<file path="config.mk">
export PLATFORM = sky130hd
export DESIGN_NAME = adder_result_fifo
export DESIGN_NICKNAME = d
export VERILOG_FILES = /design/src/rtl/adder_result_fifo.sv
export SDC_FILE = /design/constraint.sdc
export NUM_CORES = 1
export LEC_CHECK = 0
export ABC_AREA = 1
export CAP_MARGIN = 20
export CORE_ASPECT_RATIO = 1.25
export CORE_UTILIZATION = 25
export CTS_BUF_LIST = sky130_fd_sc_hd__clkbuf_4 sky130_fd_sc_hd__clkbuf_8
export CTS_CLUSTER_DIAMETER = 50
export CTS_CLUSTER_SIZE = 16
export DETAILED_ROUTE_END_ITERATION = 12
export PLACE_DENSITY_LB_ADDON = 0.08
export SYNTH_ARGS = -nofsm -noshare
export SYNTH_HDL_FRONTEND = slang
export SYNTH_SLANG_ARGS = --single-unit
export TNS_END_PERCENT = 50
</file>
<file path="constraint.sdc">
create_clock -name clk -period 3.72 [get_ports clk]
set_clock_uncertainty 0.2 [all_clocks]
set_input_delay 0.744 -clock clk [delete_from_list [all_inputs] [get_ports clk]]
set_output_delay 0.744 -clock clk [all_outputs]
set_load 0.005 [all_outputs]
</file>
<file path="src/rtl/adder_result_fifo.sv">
// Show-ahead result FIFO behind the datapath adder: buffers sum + equal/less flags
// for a stalling consumer and keeps a saturating count of zero results.
module adder_result_fifo #(
    parameter int GOLOBAL_DATA_BUS_WIDTH = 32,
    parameter int DEPTH                  = 4,
    parameter int CNT_WIDTH              = 16
) (
    input  logic                              clk,
    input  logic                              rst_n,
    input  logic                              in_valid,
    output logic                              in_ready,
    input  logic [GOLOBAL_DATA_BUS_WIDTH-1:0] in_sum,
    input  logic                              in_equal,
    input  logic                              in_less,
    output logic                              out_valid,
    input  logic                              out_ready,
    output logic [GOLOBAL_DATA_BUS_WIDTH-1:0] out_sum,
    output logic                              out_equal,
    output logic                              out_less,
    output logic [$clog2(DEPTH):0]            occupancy,
    output logic [CNT_WIDTH-1:0]              zero_count,
    input  logic                              clear_stats
);
    localparam int AW = $clog2(DEPTH);
    localparam logic [AW:0] FULL = (AW+1)'(DEPTH);
    localparam logic [CNT_WIDTH-1:0] CNT_MAX = '1;

    typedef struct packed {
        logic [GOLOBAL_DATA_BUS_WIDTH-1:0] sum;
        logic                              equal;
        logic                              less;
    } entry_t;

    entry_t        mem [DEPTH];
    entry_t        head;
    logic [AW-1:0] wr_ptr, rd_ptr;
    logic [AW:0]   count;
    logic          live;
    logic          push, pop;

    // live holds in_ready low until the first clock after reset release
    assign in_ready  = live && (count != FULL);
    assign out_valid = (count != '0);
    assign push      = in_valid && in_ready;
    assign pop       = out_valid && out_ready;
    assign occupancy = count;

    // Head is forced to zero when empty so outputs read 0 during/after reset
    assign head      = out_valid ? mem[rd_ptr] : '0;
    assign out_sum   = head.sum;
    assign out_equal = head.equal;
    assign out_less  = head.less;

    always_ff @(posedge clk or negedge rst_n) begin
        if (!rst_n) begin
            live   <= 1'b0;
            wr_ptr <= '0;
            rd_ptr <= '0;
            count  <= '0;
        end else begin
            live <= 1'b1;
            if (push) wr_ptr <= wr_ptr + AW'(1);
            if (pop)  rd_ptr <= rd_ptr + AW'(1);
            count <= count + (AW+1)'(push) - (AW+1)'(pop);
        end
    end

    always_ff @(posedge clk) begin
        if (push) mem[wr_ptr] <= {in_sum, in_equal, in_less};
    end

    always_ff @(posedge clk or negedge rst_n) begin
        if (!rst_n) begin
            zero_count <= '0;
        end else if (clear_stats) begin
            zero_count <= '0;
        end else if (push && in_equal && zero_count != CNT_MAX) begin
            zero_count <= zero_count + CNT_WIDTH'(1);
        end
    end
endmodule

</file>
# Word-level counts from Yosys, hierarchy flattened
# Memory sizes are Yosys's and may differ from the RTL's.
# Cells that the tools add are included.
# word_totals
memories	1
wordCells	25
reg_bits	24
out_inout_bits	55
ram_bits	136
in_bits	39
# mem_list
memory	words	word_bits	read_ports	rd_clocked_by_memory_dff	wr	line	rtl
mem	4	34	1	0	1	34	entry_t mem [DEPTH];
# classes
muxes	5
n_reduce_logical	7
eq_ne	2
n_addsub	5
# ops
cell	n
34-bit 2-to-1 mux	1
16-bit 2-to-1 mux	2
16-bit by 1-bit adder with 16-bit output (second input constant)	1
16-bit != test (second input constant)	1
1-bit logical AND	5
2-bit by 1-bit adder with 2-bit output (second input constant)	2
3-bit by 1-bit adder with 3-bit output	1
3-bit != test (second input constant)	1
3-bit nonzero test	1
3-bit by 1-bit subtractor with 3-bit output	1
1-bit 2-to-1 mux	2
2-bit nonzero test	1

# Depth between registers and ports, before layout
# logic_depth
ltp_word	7
mapped_depth	10
ltp_nobuf	10

# Least setup slack after synthesis
# No wires, ideal clock.
# synth_timing
kind	input -> register
start	input in_valid
end	memory mem[0][0] (netlist bit) (enable)
setup_time_ns	0.425
n_path_buf	0
arrival_ns	2.369
stages	2
t_required_ns	3.095
setup_slack_ns	0.726
cell_sequence	nand3_2 -> nor2_1
# synth_between
elab_chain_cells	3
# synth_lines
item	line	rtl
from (decl)	10	input logic in_valid,
1-bit logical AND	44	assign push = in_valid && in_ready;
1-bit 2-to-1 mux	69	if (push) mem[wr_ptr] <= {in_sum, in_equal, in_less};
1-bit 2-to-1 mux (not written as such)	69	
to (decl)	34	
# Every way passes these cells.

# Worst setup path in the final report
# layout_timing
start	register count[1] (netlist: occupancy[1])
end	output out_sum[17]
# layout_between
elab_chain_cells	2
# layout_lines
item	line	rtl
from (decl)	37	logic [AW:0] count;
from (signal assigned)	64	count <= count + (AW+1)'(push) - (AW+1)'(pop);
3-bit nonzero test	43	assign out_valid = (count != '0);
34-bit 2-to-1 mux	49	assign head = out_valid ? mem[rd_ptr] : '0;
to (decl)	17	output logic [GOLOBAL_DATA_BUS_WIDTH-1:0] out_sum,
# Every way passes these cells.

==> results.txt <==
The effective utilization at floorplan came out at 25.6%. The clock transition time at the flip-flop clock pins of the worst setup and hold paths is 0.09 ns. Summed over all instances, the cell type with the most area after synthesis is sky130_fd_sc_hd__edfxtp_1. The clock tree buffer depth came out at 2.

The core region area came out at 26300 µm². The mean number of vias per cell is 4.41. The horizontal die dimension came out at 149 µm. The final-report max-slew violation count is 0. The number of buffers added for setup after CTS is 0.

The synthesized area divided by synthesized cell count is 11.1 µm². Post-CTS repair changed the size of 0 cells. For this run, the post-layout net count is 757. The vertical extent of the die came out at 185 µm.

The number of synthesis warnings is 0. The critical path's largest stage delay came out at 0.73 ns. The total negative slack for setup checks is 0 ns.

The reg-to-reg critical path endpoint is occupancy[2]. Routability-driven placement finished with a final weighted congestion of 0.789. The number of endpoints failing setup at the final stage is 0. The top cell types in the final layout, fill and taps aside, are 156 x sky130_fd_sc_hd__nor2_1, 136 x sky130_fd_sc_hd__edfxtp_1, 93 x sky130_fd_sc_hd__clkdlybuf4s50_1.

Traced cell by cell, the critical path runs through nor3_4, buf_4, a21oi_1, clkdlybuf4s50_1. The critical path data arrival time is 2.54 ns. The number of I/O pins is 94. The number of vias in the routed layout came out at 4688. The upper clock frequency limit came out at 0.287 GHz.

Of all nets on the critical path, the largest fanout is 11. The worst setup path is captured at an output port. The routed wire length is 18300 µm. The number of antenna violations at the first check in global routing is 0.

The number of buffers created by CTS came out at 17. Synthesis inferred 160 register bits. The number of H-tree levels is 4. The number of instances in the placed design is 1031. The die outline area is 27600 µm². The number of cells produced by synthesis came out at 608. The largest net degree at the start of global routing is 71. The worst setup path is launched from a flop. In this run the worst hold path is classified as reg2reg. The remaining antenna violation count after routing came out at 0.

The routed length per placed instance came out at 17.2 µm. The kind of critical path is reg2out. The clock period minus final worst setup slack came out at 3.49 ns.

For this run, design rule violations remaining after detail routing come to 0. The residual overflow from global routing is 0. The actual slew at the worst max-slew pin is 0.832 ns. The number of instances on the worst hold path is 2. The number of buffers and inverters on the critical path came out at 2. The netlist area before placement is 6730 µm². The non-filler instance count after layout came out at 1063. TritonCTS built the clock tree. Setup repair after global routing left no endpoint under its margin.

The number of diodes added for antenna fixing came out at 0. The flop-to-flop setup slack is 0.72 ns. Buffers placed on the I/O ports in this run total 93. The flow ran to the end, and the final reports show no timing, DRC or antenna violations. The data required time at the worst endpoint is 2.78 ns. The total nets after synthesis is 655. The floorplan has 66 rows. The number of different library cells in the post-synthesis netlist is 30. The tool flagged a number of max-cap violations equal to 0.

The number of cells on the worst reg-to-reg path is 8. In this run the clock root is driven by a sky130_fd_sc_hd__clkbuf_8. On the critical path, the stage with the largest delay is an instance of sky130_fd_sc_hd__nor3_4.

The final hold violation count came out at 0. The clock network latency to the later pin of the worst-skew pair came out at 0.43 ns. The first global-routing pass estimated 28300 µm of wire. The power density over cell area came out at 686 nW/µm². The synthesis-to-layout area growth is 28.0%. The wire-length estimate of the detail-placed layout is 11500 µm. The fraction of the cycle the final worst path needs came out at 93.7%. The synthesized design devotes to its leading area cell type 60.6% of total area.

The start point of the worst hold path is zero_count[1]. By area the synthesized netlist is led by sky130_fd_sc_hd__edfxtp_1 61%, sky130_fd_sc_hd__dfrtp_1 8.9%, sky130_fd_sc_hd__nor2_1 8.9%. The proportion of synthesized chip area in sequential cells came out at 69.6%.

The worst register-to-register path begins at occupancy[1]. The post-route netlist has 8.58% of its cells at a drive strength greater than 1. The global routing usage summed across all routing layers came out at 13.9%.

Hold repair after CTS inserted 0 buffers. Leaving out fill and tap cells, the most frequent cell in the layout is sky130_fd_sc_hd__nor2_1. The TritonCTS sink count is 160.

The reported leakage power came out at 0.00306 µW. The family of cells with the greatest summed delay on the critical path is buffers and inverters. The tightest slew margin relative to the limit is 44.4%. The path with the worst hold slack has its endpoint at zero_count[1]. The first detailed-routing pass ran for 4 iterations. The via count of the first global-routing pass came out at 4867. The peak supply drop came out at 0.000356 V. The first-iteration detailed-routing DRC count is 193.
registers in the layout, indices dropped and copies added (netlist names):
name and cells:
mem 136, zero_count 16, occupancy 3, rd_ptr 2
wr_ptr 2, live 1
tightest hold or removal path, stage by stage (launching register included):
cell                      delay, ns
sky130_fd_sc_hd__dfrtp_1       0.42
sky130_fd_sc_hd__nand2_1       0.07
sky130_fd_sc_hd__nand2_1       0.06
cells in the mapped netlist:
cell and count:
sky130_fd_sc_hd__a21boi_0 1, sky130_fd_sc_hd__a21oi_1 35, sky130_fd_sc_hd__buf_1 2, sky130_fd_sc_hd__buf_2 7, sky130_fd_sc_hd__buf_4 1, sky130_fd_sc_hd__buf_6 1
sky130_fd_sc_hd__clkbuf_1 17, sky130_fd_sc_hd__clkinv_1 1, sky130_fd_sc_hd__conb_1 1, sky130_fd_sc_hd__dfrtp_1 24, sky130_fd_sc_hd__edfxtp_1 136, sky130_fd_sc_hd__fa_1 1
sky130_fd_sc_hd__ha_1 7, sky130_fd_sc_hd__inv_1 29, sky130_fd_sc_hd__inv_2 1, sky130_fd_sc_hd__nand2_1 69, sky130_fd_sc_hd__nand2_2 2, sky130_fd_sc_hd__nand3_1 11
sky130_fd_sc_hd__nand3_2 1, sky130_fd_sc_hd__nand3b_1 2, sky130_fd_sc_hd__nand4_1 10, sky130_fd_sc_hd__nor2_1 160, sky130_fd_sc_hd__nor2_2 3, sky130_fd_sc_hd__nor2_4 2
sky130_fd_sc_hd__nor3_1 1, sky130_fd_sc_hd__nor3_2 1, sky130_fd_sc_hd__o21ai_0 73, sky130_fd_sc_hd__o21bai_1 1, sky130_fd_sc_hd__xnor2_1 1, sky130_fd_sc_hd__xor2_1 7
routing by layer:
metal	track usage (%)	vias to the layer above	routed length, µm
met5	0	-	0
met4	4.16	0	153
met3	2.65	9	580
met2	24.5	91	9290
met1	17.1	2314	8230
li1	-	2274	-
where the power goes:
part	switching, µW	internal, µW	leakage [µW]	total [µW]
Clock	655	669	0.000196	1320
Sequential	91.4	2150	0.00155	2240
Combinational	1260	1080	0.00132	2340
cell type report:
type | count | area (µm²)
Multi-Input combinational cell | 389 | 1840
Timing Repair Buffer | 111 | 1140
Clock inverter | 14 | 164
Fill cell | 2667 | 17600
Inverter | 31 | 116
Sequential cell | 160 | 4690
Tap cell | 340 | 425
Clock buffer | 18 | 241
cells by family (layout without fill, tap and decap cells):
group / Yosys count / in the layout / share of synthesized area, %
compound gates: 110 / 110 / 8.25
buf+inv: 59 / 174 / 3.59
fa+ha+maj: 8 / 8 / 1.60
other cells: 1 / 1 / 0.0557
flops: 160 / 160 / 69.6
xor+xnor: 8 / 8 / 1.04
simple gates: 262 / 262 / 15.9
per-stage QoR:
step	total power, µW	hold slack [ns]	area (µm²)	util (%)	worst slack (ns)
2_1_floorplan	3360	0.248	6730	-	0.726
3_3_place_gp	4700	0.351	8210	31.3	0.614
3_5_place_dp	4700	0.361	8210	31.3	0.583
4_1_cts	6050	0.387	8620	32.8	0.0682
5_1_grt	6330	0.421	8620	32.8	0.0801
6_report	5910	0.379	8620	32.8	0.234
worst max-delay path by stage:
stage,start,end,cells after the start
after detailed placement,occupancy[1],out_sum[17],4
after CTS,occupancy[1],out_sum[17],4
after global routing,occupancy[1],out_sum[17],4
after global placement,occupancy[1],out_sum[27],4
final,occupancy[1],out_sum[17],4
after floorplan,in_valid,mem[0][0],2
No activity file was read; power rests on OpenSTA's default activity.
